[config.mk]
export PLATFORM = sky130hd
export DESIGN_NAME = sobel_edge_stream
export DESIGN_NICKNAME = d
export VERILOG_FILES = /design/src/rtl/edge_pkg.sv /design/src/rtl/sobel_grad_core.sv /design/src/rtl/sobel_edge_stream.sv
export SDC_FILE = /design/constraint.sdc
export NUM_CORES = 1
export LEC_CHECK = 0
export ABC_AREA = 0
export BUFFER_PORTS_ARGS = -buffer_cell sky130_fd_sc_hd__buf_2
export CORE_UTILIZATION = 55
export CTS_CLUSTER_SIZE = 8
export DETAILED_ROUTE_END_ITERATION = 8
export MAX_ROUTING_LAYER = met4
export PLACE_DENSITY = 0.77
export SLEW_MARGIN = 15
export SYNTH_ARGS = -nofsm -noshare
export SYNTH_HDL_FRONTEND = slang
export SYNTH_SLANG_ARGS = --single-unit
[constraint.sdc]
create_clock -name clk -period 5.2 [get_ports clk]
set_clock_uncertainty 0.2 [all_clocks]
set_input_delay 1.56 -clock clk [delete_from_list [all_inputs] [get_ports clk]]
set_output_delay 1.56 -clock clk [all_outputs]
set_load 0.02 [all_outputs]
[src/rtl/edge_pkg.sv]
// Shared constants and helpers for the Sobel edge filter path.
// Holds the output-mode encoding and the gradient width derivation.
// No logic; pure declarations.
package edge_pkg;

  localparam logic [1:0] MODE_MAG = 2'd0;
  localparam logic [1:0] MODE_GX  = 2'd1;
  localparam logic [1:0] MODE_GY  = 2'd2;
  localparam logic [1:0] MODE_BIN = 2'd3;

  // Gradient width: a 1-2-1 weighted column sum of PIX_W-bit pixels needs
  // PIX_W+2 bits unsigned, plus one sign bit once the two sums are subtracted.
  function automatic int gw_of(input int pix_w);
    return pix_w + 3;
  endfunction

endpackage

[src/rtl/sobel_grad_core.sv]
// Sobel gradient arithmetic: S1 weighted partial sums and S2 subtract/abs.
// Latency: purely combinational; the caller registers between the two halves.
// Backpressure: none here; the caller's stage enables freeze the operands.
// Ports: pixel_in (3x3 window, p00 in MSBs) -> xp/xn/yp/yn;
//        s_xp/s_xn/s_yp/s_yn (registered sums) -> ax/ay magnitudes.
module sobel_grad_core
  import edge_pkg::*;
#(
  parameter int PIX_W = 4,
  localparam int GW = gw_of(PIX_W),
  localparam int SW = GW - 1
) (
  input  logic [9*PIX_W-1:0] pixel_in,
  output logic [SW-1:0]      xp,
  output logic [SW-1:0]      xn,
  output logic [SW-1:0]      yp,
  output logic [SW-1:0]      yn,
  input  logic [SW-1:0]      s_xp,
  input  logic [SW-1:0]      s_xn,
  input  logic [SW-1:0]      s_yp,
  input  logic [SW-1:0]      s_yn,
  output logic [SW-1:0]      ax,
  output logic [SW-1:0]      ay
);

  // p[0]=p00 ... p[8]=p22, row-major.
  logic [SW-1:0] p [9];

  for (genvar i = 0; i < 9; i++) begin : g_unpack
    assign p[i] = SW'(pixel_in[(8-i)*PIX_W +: PIX_W]);
  end

  assign xp = p[2] + (p[5] << 1) + p[8];
  assign xn = p[0] + (p[3] << 1) + p[6];
  assign yp = p[0] + (p[1] << 1) + p[2];
  assign yn = p[6] + (p[7] << 1) + p[8];

  logic signed [GW-1:0] gx, gy, ngx, ngy;

  assign gx  = $signed({1'b0, s_xp}) - $signed({1'b0, s_xn});
  assign gy  = $signed({1'b0, s_yp}) - $signed({1'b0, s_yn});
  assign ngx = -gx;
  assign ngy = -gy;

  // |g| never exceeds 4*(2^PIX_W-1), so it fits back into SW bits.
  assign ax = gx[GW-1] ? ngx[SW-1:0] : gx[SW-1:0];
  assign ay = gy[GW-1] ? ngy[SW-1:0] : gy[SW-1:0];

endmodule

[src/rtl/sobel_edge_stream.sv]
// Pipelined Sobel edge detector: 3x3 gray window in, replicated-gray RGB out.
// Latency: 3 clk from accepted window to out_valid; one pixel per clk sustained.
// Backpressure: whole pipe freezes when out_valid && !out_ready; in_ready mirrors it.
// Ports: in_valid/in_ready/in_sof/pixel_in window stream, mode_cfg/thresh_cfg
//        (taken on accepted sof beats), out_valid/out_ready/out_sof/pixel_out.
module sobel_edge_stream
  import edge_pkg::*;
#(
  parameter int PIX_W = 4,
  parameter int SHIFT = 1,
  localparam int GW = gw_of(PIX_W)
) (
  input  logic                 clk,
  input  logic                 rst,
  input  logic                 in_valid,
  output logic                 in_ready,
  input  logic                 in_sof,
  input  logic [9*PIX_W-1:0]   pixel_in,
  input  logic [1:0]           mode_cfg,
  input  logic [GW-1:0]        thresh_cfg,
  output logic                 out_valid,
  input  logic                 out_ready,
  output logic                 out_sof,
  output logic [3*PIX_W-1:0]   pixel_out
);

  localparam int SW = GW - 1;
  localparam logic [PIX_W-1:0] PMAX = '1;

  logic advance, accept;
  assign advance  = !out_valid || out_ready;
  assign in_ready = advance;
  assign accept   = in_valid && advance;

  // Frame-level configuration; only a sof beat may replace it.
  logic [1:0]    cfg_mode;
  logic [GW-1:0] cfg_thr;
  logic [1:0]    eff_mode;
  logic [GW-1:0] eff_thr;

  assign eff_mode = in_sof ? mode_cfg   : cfg_mode;
  assign eff_thr  = in_sof ? thresh_cfg : cfg_thr;

  logic          s1_vld, s1_sof;
  logic [1:0]    s1_mode;
  logic [GW-1:0] s1_thr;
  logic [SW-1:0] s1_xp, s1_xn, s1_yp, s1_yn;

  logic          s2_vld, s2_sof;
  logic [1:0]    s2_mode;
  logic [GW-1:0] s2_thr;
  logic [SW-1:0] s2_ax, s2_ay;

  logic [SW-1:0] c_xp, c_xn, c_yp, c_yn, c_ax, c_ay;

  sobel_grad_core #(.PIX_W(PIX_W)) u_grad (
    .pixel_in (pixel_in),
    .xp       (c_xp),
    .xn       (c_xn),
    .yp       (c_yp),
    .yn       (c_yn),
    .s_xp     (s1_xp),
    .s_xn     (s1_xn),
    .s_yp     (s1_yp),
    .s_yn     (s1_yn),
    .ax       (c_ax),
    .ay       (c_ay)
  );

  // S3 select / saturate.
  logic [GW-1:0]    sum, mag_sh, gx_sh, gy_sh;
  logic [PIX_W-1:0] g;

  function automatic logic [PIX_W-1:0] sat(input logic [GW-1:0] v);
    return (v > GW'(PMAX)) ? PMAX : v[PIX_W-1:0];
  endfunction

  always_comb begin
    sum    = GW'(s2_ax) + GW'(s2_ay);
    mag_sh = sum >> SHIFT;
    gx_sh  = GW'(s2_ax) >> SHIFT;
    gy_sh  = GW'(s2_ay) >> SHIFT;
    g      = '0;
    case (s2_mode)
      MODE_MAG: g = sat(mag_sh);
      MODE_GX:  g = sat(gx_sh);
      MODE_GY:  g = sat(gy_sh);
      MODE_BIN: g = (sum >= s2_thr) ? PMAX : '0;
      default:  g = '0;
    endcase
  end

  always_ff @(posedge clk or posedge rst) begin
    if (rst) begin
      cfg_mode  <= MODE_MAG;
      cfg_thr   <= '0;
      s1_vld    <= 1'b0;
      s1_sof    <= 1'b0;
      s1_mode   <= MODE_MAG;
      s1_thr    <= '0;
      s1_xp     <= '0;
      s1_xn     <= '0;
      s1_yp     <= '0;
      s1_yn     <= '0;
      s2_vld    <= 1'b0;
      s2_sof    <= 1'b0;
      s2_mode   <= MODE_MAG;
      s2_thr    <= '0;
      s2_ax     <= '0;
      s2_ay     <= '0;
      out_valid <= 1'b0;
      out_sof   <= 1'b0;
      pixel_out <= '0;
    end else begin
      if (accept && in_sof) begin
        cfg_mode <= mode_cfg;
        cfg_thr  <= thresh_cfg;
      end
      if (advance) begin
        s1_vld  <= accept;
        s1_sof  <= accept && in_sof;
        s1_mode <= eff_mode;
        s1_thr  <= eff_thr;
        s1_xp   <= c_xp;
        s1_xn   <= c_xn;
        s1_yp   <= c_yp;
        s1_yn   <= c_yn;

        s2_vld  <= s1_vld;
        s2_sof  <= s1_sof;
        s2_mode <= s1_mode;
        s2_thr  <= s1_thr;
        s2_ax   <= c_ax;
        s2_ay   <= c_ay;

        out_valid <= s2_vld;
        out_sof   <= s2_sof;
        if (s2_vld) begin
          pixel_out <= {3{g}};
        end
      end
    end
  end

endmodule

==> results of run 1 <==
## per-stage QoR
| step | setup WS (ps) | power, W | utilization (%) | area (um^2) |
|---|---|---|---|---|
| 3_5_place_dp | 1300 | 0.00282 | 61.1 | 5070 |
| 4_1_cts | 1300 | 0.00324 | 63.3 | 5250 |
| 2_1_floorplan | 1150 | 0.00243 | - | 4740 |
| 6_report | 1340 | 0.00322 | 63.3 | 5250 |
| 5_1_grt | 1290 | 0.00356 | 63.3 | 5250 |
| 3_3_place_gp | 1300 | 0.00273 | 61.1 | 5070 |
## critical path, delay by kind of cell
family | cells | cell delay [ps]
buffers and inverters | 3 | 410
and+or+nand+nor | 1 | 120
## cells by family after synthesis
| group | Yosys count | synth area share (%) |
|---|---|---|
| AO/OA/AOI/OAI | 109 | 13.7 |
| XOR/XNOR | 22 | 4.06 |
| adder cells (fa/ha/maj) | 66 | 20.4 |
| buffers and inverters | 70 | 6.39 |
| flip-flops | 73 | 38.5 |
| multiplexers | 19 | 4.25 |
| AND/OR/NAND/NOR | 136 | 12.7 |
## cell type report
type	count	area share, %
timing repair buffer	63	6.15
clock inverter	6	0.786
sequential	73	34.8
tap	105	2.50
inverter	46	3.29
multi-input combinational	352	49.9
clock buffer	10	2.62
## metal layers
metal  vias to the layer above  global-route usage (%)  share of wire (%)
li1                       1753                       -                  -
met4                         0                    7.70                1.3
met3                        14                    3.54                3.5
met2                        52                    38.6                 48
met1                      1669                    30.4                 47
met5                         -                       -                  0
## flip-flops by register name (all words and copies together), names as in the netlist
signal,cells
s1_thr,7
s1_sof,1
s1_xn,6
s1_mode,2
s2_sof,1
cfg_mode,2
s1_xp,6
s1_yp,6
s2_ay,6
out_sof,1
s1_yn,6
s1_vld,1
s2_vld,1
s2_ax,6
pixel_out,4
s2_thr,7
cfg_thr,7
s2_mode,2
out_valid,1
## layout by cell type, fill, tap and decap left out, types with 9 or more instances in the layout
master / count
mux2_2: 9
nor2_1: 27
nand2_1: 74
dfrtp_1: 73
inv_1: 44
o21ai_0: 39
xor2_1: 13
mux2i_1: 10
xnor2_1: 9
a21o_1: 9
buf_2: 60
clkbuf_8: 10
a21oi_1: 30
ha_1: 47
fa_1: 19
## power breakdown
group          total, W  switching, W  internal (W)
Sequential     0.000951      0.000153      0.000797
Combinational   0.00186       0.00106      0.000807
Clock          0.000404      0.000218      0.000186
Total           0.00322       0.00143       0.00179
## path summary, 6_finish.rpt
kind | startpoint | to | slack (ps) | cells past startpoint
worst max-delay path | out_ready | in_ready | 1340 | 4
worst min-delay path | out_sof$_DFFE_PP0N_ | out_sof$_DFFE_PP0N_ | 280 | 2
worst max register to register | s2_ax[0]$_DFFE_PP0N_ | pixel_out[9]$_DFFE_PP0P_ | 2260 | 13
worst min register to register | out_sof$_DFFE_PP0N_ | out_sof$_DFFE_PP0N_ | 280 | 2
max in group asynchronous | rst | s2_ax[5]$_DFFE_PP0N_ | 2640 | 3
min in group asynchronous | rst | cfg_thr[1]$_DFFE_PP0P_ | 1190 | 2
==> results.ini, run 1 <==
[logic_synthesis]
synth_edf_count = 0
synth_seq_cells = 73
yosys.area.top_type = dfrtp_1
synth_area_leaders = dfrtp_1 (39%), ha_1 (12%), fa_1 (8.0%)
async_flop_share_pct = 100
syn_inst = 495
syn_area_per_cell_um2 = 9.58
synth_area_mm2 = 0.00474
post-synth-top-count-cell = nand2_1
ys_seq_area_share_pct = 38.5
ys.warnings.count = 0
synth_top_area_share_pct = 38.5
synth_common_cells = nand2_1 (74), dfrtp_1 (73), ha_1 (47)
netlist-cell-type-count = 38
synthFlopType = dfrtp_1
syn_nets = 611

[drt]
routedWlPerCell_um = 13.9
drtIter0Drc = 137
vias = 3488
drc = 0
drt_pass1_iterations = 4
ant_nets = 0
via_per_inst = 5.33
wl_um = 9080

[worst_hold_path]
hold_class = flop to flop

[global_routing]
grt_max_degree = 65
grt_pass1_vias = 3576
grt_pass1_wl_um = 15900
grt-ovfl-total = 0
antenna_found_initial = 0
grt.total_usage_pct = 23.7

[setup_path]
cp_cell_sequence = buf_2 -> nor2b_4 -> clkinv_1 -> buf_2
slowest_stage = buf_2
critical_path.max_fanout = 2
crit_type = input port to output pin
worstSetupStartpointType = input port
cpMostUsedCell = buf_2
endpoint_kind = output pin
crit_required_ps = 3440
worst_ep_arrival_time_ps = 2100
cpPeakStageDelay_ps = 180

[clock_network]
cts_tree = done
clk_pin_slew_ps = 70
cts_hold_buf = 0
cts_resized = 0
cts_setup_buffers = 0
cts_buffer_depth = 2
cts_buffers = 9
clk_latency_ps = 340
cts-root-buf = clkbuf_8
htreeDepth = 3
cts.sinks = 73

[timing]
finalSetupViolCount = 0
hold_ws_ps = 277
grt_setup_unrepaired = no
final.min_clock_period_ps = 3860
clock.fmax_mhz = 259
worstMarginPinSlew_ps = 866
tns_ps = 0
slew_headroom_pct = 42.2
period_share_pct = 74.2
drv_slew = 0
finalHoldViolations = 0

[pwr]
peakVddDrop_mv = 0.345
leakagePower_nw = 2.62
power.density_mw_per_mm2 = 613

[layout]
drive_gt1_share_pct = 18.0
multi_input_area_mm2 = 0.00262
num_antenna_cells = 0
instances_no_fill = 655
areaGrowthSynthToFinish_pct = 10.8
nets = 661
nFillCells = 697
seq_area_mm2 = 0.00183

[die]
die_area_mm2 = 0.00899
initial_core_util_pct = 57.1
die_w_um = 94.8
die_h_um = 94.8
ios = 65
core_mm2 = 0.00830
rows = 33

[place]
portBuffers = 60
gp_congestion = 0.916
dp_hpwl_um = 6950
placed_cells = 639

[run_status]
outcome = finished, final reports clean

[job]
drv_cap = 0

Note: power is estimated with default switching activity, not from simulation.
==> run 2: changes to the inputs <==
--- a/config.mk
+++ b/config.mk
@@ -5,13 +5,13 @@
 export SDC_FILE = /design/constraint.sdc
 export NUM_CORES = 1
 export LEC_CHECK = 0
-export ABC_AREA = 0
+export ABC_AREA = 1
 export BUFFER_PORTS_ARGS = -buffer_cell sky130_fd_sc_hd__buf_2
 export CORE_UTILIZATION = 55
 export CTS_CLUSTER_SIZE = 8
 export DETAILED_ROUTE_END_ITERATION = 8
 export MAX_ROUTING_LAYER = met4
-export PLACE_DENSITY = 0.77
+export PLACE_DENSITY = 0.76
 export SLEW_MARGIN = 15
 export SYNTH_ARGS = -nofsm -noshare
 export SYNTH_HDL_FRONTEND = slang
==> constraint.sdc (replaced) <==
create_clock -name clk -period 3.7 [get_ports clk]
set_clock_uncertainty 0.2 [all_clocks]
set_input_delay 1.11 -clock clk [delete_from_list [all_inputs] [get_ports clk]]
set_output_delay 1.11 -clock clk [all_outputs]
set_load 0.02 [all_outputs]
==> run 2 against run 1 <==
Critical path depth stayed put. First-iteration DRC count is 5.1% higher. Die area is 7.2% higher. Hold slack better by 6.5 ps. Sequential share of layout area is 2.4 points lower. Clock power is 64% higher. Synthesized cell count is 31% higher. Global-route usage is 1.1 points higher. Highest routed layer unchanged. Routed wire length is 15% higher. Total power is 52% higher. The run now ends with design-rule violations left. Clock-buffer cell count is 1 lower.
==> results.ini, run 2 <==
[place]
gp_congestion = 0.885  ; was 0.916
dp_hpwl_um = 8040  ; was 6950 um
portBuffers = 60  ; unchanged
placed_cells = 793  ; was 639

[logic_synthesis]
yosys.area.top_type = dfrtp_1  ; unchanged
synth_xor_area_share_pct = 0.516  ; was 4.06%
async_flop_share_pct = 100  ; unchanged
synthAdderAreaFrac_pct = 19.0  ; was 20.4%
syn_nets = 762  ; was 611
syn_inst = 646  ; was 495
synth-simple-area-share_pct = 23.1  ; was 12.7%
synth_top_family_by_area = simple AND/OR/NAND/NOR gates  ; was adder cells
syn_area_per_cell_um2 = 7.88  ; was 9.58 um^2
synth_top_area_share_pct = 35.9  ; was 38.5%
synth_seq_cells = 73  ; unchanged
synth_edf_count = 0  ; unchanged
netlist-cell-type-count = 30  ; was 38
muxShareOfSynthArea_pct = 0  ; was 4.25%
synth-compound-area-share_pct = 10.8  ; was 13.7%
post-synth-top-count-cell = nand2_1  ; unchanged
synth_area_mm2 = 0.00509  ; was 0.00474 mm^2
ys_seq_area_share_pct = 35.9  ; was 38.5%
ys.warnings.count = 0  ; unchanged
synth_common_cells = nand2_1 (162), inv_1 (99), dfrtp_1 (73)  ; was nand2_1 (74), dfrtp_1 (73), ha_1 (47)
synth_area_leaders = dfrtp_1 (36%), nand2_1 (12%), ha_1 (12%)  ; was dfrtp_1 (39%), ha_1 (12%), fa_1 (8.0%)
synthFlopType = dfrtp_1  ; unchanged

[run_status]
violations = design-rule violations
outcome = complete, but fails checks  ; was finished, final reports clean

[setup_path]
endpoint_kind = output pin  ; unchanged
worstSetupStartpointType = input port  ; unchanged
cp_num_buf_inv = 3  ; unchanged
worst_ep_arrival_time_ps = 1550  ; was 2100 ps
slowest_stage = buf_2  ; unchanged
cpPeakStageDelay_ps = 160  ; was 180 ps
cp.depth = 4  ; unchanged
reg2regPathDepth = 14  ; was 13
cp_cell_sequence = buf_2 -> nor2_4 -> inv_2 -> buf_2  ; was buf_2 -> nor2b_4 -> clkinv_1 -> buf_2
crit_required_ps = 2390  ; was 3440 ps
critical_path.max_fanout = 2  ; unchanged
path_delay_family = buffers and inverters  ; unchanged
cpMostUsedCell = buf_2  ; unchanged
crit_type = input port to output pin  ; unchanged

[layout]
drive_gt1_share_pct = 15.1  ; was 18.0%
nets = 812  ; was 661
num_antenna_cells = 0  ; unchanged
final_common_cell = nand2_1  ; unchanged
final_util_pct = 63.8  ; was 63.3%
reg_top3 = cfg_thr x7, s1_thr x7, s2_thr x7  ; unchanged
instances_no_fill = 809  ; was 655
areaGrowthSynthToFinish_pct = 10.9  ; was 10.8%
mostFrequentLayoutCells = nand2_1 (162), inv_1 (98), dfrtp_1 (73), buf_2 (60), ha_1 (47)  ; was nand2_1 (74), dfrtp_1 (73), buf_2 (60), ha_1 (47), inv_1 (44)
nFillCells = 793  ; was 697

[global_routing]
antenna_found_initial = 0  ; unchanged
grt-ovfl-total = 0  ; unchanged
grt_pass1_wl_um = 18800  ; was 15900 um
grt_pass1_vias = 4296  ; was 3576
grt_max_degree = 61  ; was 65
grt.total_usage_pct = 24.9  ; was 23.7%

[clock_network]
cts_hold_buf = 0  ; unchanged
cts-root-buf = clkbuf_8  ; unchanged
cts_buffer_depth = 2  ; unchanged
cts.sinks = 73  ; unchanged
cts_tree = done  ; unchanged
htreeDepth = 3  ; unchanged
cts_buffers = 9  ; unchanged
cts_setup_buffers = 0  ; unchanged
clk_pin_slew_ps = 80  ; was 70 ps
clk_latency_ps = 350  ; was 340 ps
cts_resized = 0  ; unchanged

[pwr]
leakagePower_nw = 3.06  ; was 2.62 nW
power.density_mw_per_mm2 = 866  ; was 613 mW/mm^2
peakVddDrop_mv = 0.354  ; was 0.345 mV

[timing]
finalSetupViolCount = 0  ; unchanged
slew_headroom_pct = 45.2  ; was 42.2%
grt_setup_unrepaired = no  ; unchanged
drv_slew = 0  ; unchanged
tns_ps = 0  ; unchanged
worstMarginPinSlew_ps = 821  ; was 866 ps
period_share_pct = 77.4
finalHoldViolations = 0  ; unchanged
clock.fmax_mhz = 349
final.min_clock_period_ps = 2860

[job]
drv_cap = 0  ; unchanged

[die]
die_h_um = 98.2  ; was 94.8 um
die_area_mm2 = 0.00965  ; was 0.00899 mm^2
ios = 65  ; unchanged
initial_core_util_pct = 57.5  ; was 57.1%
die_w_um = 98.2  ; was 94.8 um
core_mm2 = 0.00885  ; was 0.00830 mm^2
rows = 34  ; was 33

[drt]
wl_um = 10500  ; was 9080 um
drt_pass1_iterations = 6  ; was 4
drtIter0Drc = 144  ; was 137
ant_nets = 0  ; unchanged
via_per_inst = 5.19  ; was 5.33
dr_wl_met3_um = 444  ; was 314 um
topRoutingLayerUsed = met4  ; unchanged
vias = 4199  ; was 3488
wl_met2_um = 4880  ; was 4350 um
routedWlPerCell_um = 12.9  ; was 13.9 um
drt-met1-wl_um = 5030  ; was 4310 um
drc = 2  ; was 0

[worst_hold_path]
hold_depth = 2  ; unchanged
hold_class = flop to flop  ; unchanged

==> run 2: cell count changes in the layout (fill, tap and decap cells not counted), sizes merged, moves of 10 or more <==
cell,change
mux2i,-10
xor2,-11
inv,+70
nand3,+35
nand3b,+10
a21o,-10
nand2,+93
o21ai,+19
==> run 2: worst paths after layout <==
| check | start | end | slack [ps] |
|---|---|---|---|
| worst min-delay path | out_sof$_DFFE_PP0N_ | out_sof$_DFFE_PP0N_ | 280 |
| worst max-delay path | out_ready | in_ready | 840 |
| min in group asynchronous | rst | pixel_out[9]$_DFFE_PP0P_ | 720 |
| worst min register to register | out_sof$_DFFE_PP0N_ | out_sof$_DFFE_PP0N_ | 280 |
| worst max register to register | s2_ax[3]$_DFFE_PP0N_ | pixel_out[9]$_DFFE_PP0P_ | 930 |
| max in group asynchronous | rst | s1_yn[1]$_DFFE_PP0N_ | 1920 |
==> run 2: layout make-up <==
cell class	instances	area [um^2]	share of cell area, %
clock inverters	7	83.8	1.49
well taps	108	135	2.39
repair buffers	63	335	5.94
clock buffers	9	124	2.19
inverters	111	417	7.38
flip-flops and latches	73	1830	32.4
multi-input cells	438	2720	48.2
==> run 2: cells by family (layout without fill, tap and decap cells) <==
family	Yosys count	count (layout)
adders and majority gates	66	66
xor gates and xnor gates	3	3
and+or+nand+nor	266	266
AOI/OAI and AO/OA	103	103
buffers and inverters	135	190
DFF	73	73
==> run 2: tightest hold or removal path: stages, from the launching register on <==
cell	delay (ps)
dfrtp_1	350
nand2_1	50
nand2_1	60
==> run 2: per-layer routing <==
layer  track usage [%]  up-vias
met5                 -        -
met4              6.66        0
met3              3.51        8
met2              41.1       77
met1              32.3     1970
li1                  -     2144
==> run 2: per-stage QoR <==
| stage | cell area, um^2 | hold slack [ps] | total power [W] | setup slack [ps] |
|---|---|---|---|---|
| final | 5640 | 283 | 0.00489 | 835 |
| after global routing | 5640 | 307 | 0.00544 | 680 |
| after CTS | 5640 | 286 | 0.00490 | 819 |
| after detailed placement | 5440 | 265 | 0.00421 | 617 |
| after global placement | 5440 | 264 | 0.00406 | 655 |
| after floorplan | 5090 | 242 | 0.00359 | 537 |
==> run 2: power by group <==
| part | switching [W] | internal [W] | leakage [nW] |
|---|---|---|---|
| Sequential | 0.000190 | 0.00111 | 0.877 |
| Combinational | 0.00185 | 0.00109 | 2.08 |
| Clock | 0.000337 | 0.000326 | 0.103 |
| Total | 0.00237 | 0.00252 | 3.06 |
==> run 3: changes to the inputs <==
==> constraint.sdc (replaced) <==
create_clock -name clk -period 2.7 [get_ports clk]
set_clock_uncertainty 0.2 [all_clocks]
set_input_delay 0.81 -clock clk [delete_from_list [all_inputs] [get_ports clk]]
set_output_delay 0.81 -clock clk [all_outputs]
set_load 0.02 [all_outputs]
==> run 3 against run 2 <==
The flow still finishes with violations (design-rule violations). Global-route usage increased by 0.64 points. Critical path depth up 13. Hold slack better by 5.5 ps. Sequential share of layout area decreased by 0.51 points. Routed wire length up 3.7%. Non-clock buffer count increased by 3. First-iteration DRC count up 15%. Core utilization grew 1.0 points. Clock-buffer cell count unchanged. Largest power group unchanged. Highest routed layer unchanged.
==> results.ini, run 3 (synthesis results as in run 2) <==
[die]
rows = 34  ; unchanged
ios = 65  ; unchanged
die_h_um = 98.2  ; unchanged
initial_core_util_pct = 57.5  ; unchanged
core_mm2 = 0.00885  ; unchanged
die_area_mm2 = 0.00965  ; unchanged
die_w_um = 98.2  ; unchanged

[global_routing]
grt.total_usage_pct = 25.5  ; was 24.9%
antenna_found_initial = 0  ; unchanged
grt_pass1_wl_um = 18800  ; about the same
grt_max_degree = 74  ; was 61
grt-ovfl-total = 0  ; unchanged
grt_pass1_vias = 4250  ; was 4296

[clock_network]
cts.sinks = 73  ; unchanged
cts_buffers = 9  ; unchanged
cts_tree = done  ; unchanged
htreeDepth = 3  ; unchanged
cts_buffer_depth = 2  ; unchanged
cts_hold_buf = 0  ; unchanged
cts-root-buf = clkbuf_8  ; unchanged
clk_pin_slew_ps = 90  ; was 80 ps
clk_latency_ps = 350  ; about the same

[timing]
clock.fmax_mhz = 384
slew_headroom_pct = 62.9  ; was 45.2%
finalSetupViolCount = 0  ; unchanged
drv_slew = 0  ; unchanged
worstMarginPinSlew_ps = 557  ; was 821 ps
period_share_pct = 96.5
finalHoldViolations = 0  ; unchanged
grt_setup_unrepaired = yes  ; was no
final.min_clock_period_ps = 2600
hold_ws_ps = 289  ; was 283 ps

[pwr]
p_sw_w = 0.00342  ; was 0.00237 W
swShare_pct = 49.1  ; was 48.5%
clockPowerShare_pct = 11.7  ; was 13.6%
leakagePower_nw = 3.08  ; was 3.06 nW
power.density_mw_per_mm2 = 1210  ; was 866 mW/mm^2
p_comb_share_pct = 62.6  ; was 60.0%
seq_power_share_pct = 25.7  ; was 26.5%
internal_power_w = 0.00354  ; was 0.00252 W
total_power_w = 0.00695  ; was 0.00489 W
peakVddDrop_mv = 0.517  ; was 0.354 mV

[run_status]
violations = design-rule violations  ; unchanged
outcome = complete, but fails checks  ; unchanged

[drt]
vias = 4282  ; was 4199
drc = 2  ; unchanged
wl_um = 10800  ; was 10500 um
via_per_inst = 5.27  ; was 5.19
routedWlPerCell_um = 13.4  ; was 12.9 um
drtIter0Drc = 165  ; was 144
wl_met2_um = 5120  ; was 4880 um
drt-met1-wl_um = 4930  ; was 5030 um
topRoutingLayerUsed = met4  ; unchanged
ant_nets = 0  ; unchanged
dr_wl_met3_um = 590  ; was 444 um
drt_pass1_iterations = 6  ; unchanged

[layout]
areaGrowthSynthToFinish_pct = 12.6  ; was 10.9%
final_util_pct = 64.8  ; was 63.8%
num_antenna_cells = 0  ; unchanged
seq_area_mm2 = 0.00183  ; unchanged
nFillCells = 786  ; was 793
multi_input_area_mm2 = 0.00280  ; was 0.00272 mm^2
final_common_cell = nand2_1  ; unchanged
mostFrequentLayoutCells = nand2_1 (160), inv_1 (96), dfrtp_1 (73), buf_2 (60), ha_1 (43)  ; was nand2_1 (162), inv_1 (98), dfrtp_1 (73), buf_2 (60), ha_1 (47)
instances_no_fill = 812  ; was 809
reg_top3 = cfg_thr x7, s1_thr x7, s2_thr x7  ; unchanged
nets = 815  ; was 812
drive_gt1_share_pct = 17.8  ; was 15.1%

[setup_path]
endpoint_kind = flop  ; was output pin
worst_ep_arrival_time_ps = 2710  ; was 1550 ps
reg2reg_to = pixel_out[9]$_DFFE_PP0P_  ; unchanged
crit_required_ps = 2800  ; was 2390 ps
critical_path.max_fanout = 4  ; was 2
crit_type = flop to flop  ; was input port to output pin
r2r_setup_slack_ps = 100  ; was 930 ps
crit_path_start = s2_ay[0]$_DFFE_PP0N_  ; was out_ready
reg2regPathDepth = 17  ; was 14
r2r-start = s2_ay[0]$_DFFE_PP0N_  ; was s2_ax[3]$_DFFE_PP0N_
worstSetupStartpointType = flop  ; was input port

[worst_hold_path]
hold_depth = 2  ; unchanged
worstHoldStart = s2_thr[5]$_DFFE_PP0N_  ; was out_sof$_DFFE_PP0N_
hold_class = flop to flop  ; unchanged
hold_end = s2_thr[5]$_DFFE_PP0N_  ; was out_sof$_DFFE_PP0N_

[place]
dp_hpwl_um = 8210  ; was 8040 um
portBuffers = 60  ; unchanged
placed_cells = 795  ; was 793
gp_congestion = 0.893  ; was 0.885

[job]
drv_cap = 0  ; unchanged

==> run 3: critical path, stage by stage (launching register included) <==
cell and delay, ps:
dfrtp_1 360, ha_2 190, inv_2 40, fa_2 400, nand3b_1 200, nand2_1 80
nand2_1 50, nand2_1 70, inv_2 60, ha_4 270, nand2_1 60, a21oi_2 120
nor2_1 60, nand3_2 70, nand2_4 70, a21oi_2 130, nand2_1 60, nand2_1 60
==> run 3: worst max path at each step <==
stage,to,slack (ps),cells past startpoint
floorplan,s1_yn[5]$_DFFE_PP0N_,210,7
global placement,s1_xp[3]$_DFFE_PP0N_,-30,8
detailed placement,s1_xp[3]$_DFFE_PP0N_,-100,8
CTS,pixel_out[7]$_DFFE_PP0P_,20,17
global route,pixel_out[9]$_DFFE_PP0P_,-70,17
finish,pixel_out[9]$_DFFE_PP0P_,100,17
==> run 3: final cells by class <==
cell class,count,share of cell area (%)
clock inverter,7,1.07
multi-input combinational,438,48.8
sequential,73,31.9
inverter,111,7.33
timing repair buffer,66,6.46
tap,108,2.36
clock buffer,9,2.16
==> run 3: power by group through the flow <==
stage	sequential, W	combinational [W]	clock [W]
floorplan	0.00177	0.00315	0
global placement	0.00178	0.00383	0
detailed placement	0.00179	0.00405	0
CTS	0.00178	0.00408	0.000835
global route	0.00184	0.00500	0.000875
finish	0.00179	0.00435	0.000815
==> run 3: metal layers <==
metal  GRT usage [%]  vias up
met4            8.27        0
met3            6.30       22
met5               -        -
met1            31.6     2016
li1                -     2157
met2            41.2       87
==> run 3: what timing repair did <==
action / in CTS / in global routing
buffers inserted: 0 / 1
resized for setup: 0 / 17
hold endpoints to repair: 0 / 0
endpoints found under the setup margin: 0 / 4
==> run 3: per-stage QoR <==
stage / instance area, um^2 / TNS [ps] / worst slack [ps]
CTS: 5650 / 0 / 23.6
global placement: 5470 / -118 / -30.4
detailed placement: 5470 / -426 / -99.6
floorplan: 5090 / 0 / 207
global route: 5730 / -192 / -74.8
finish: 5730 / 0 / 95.4
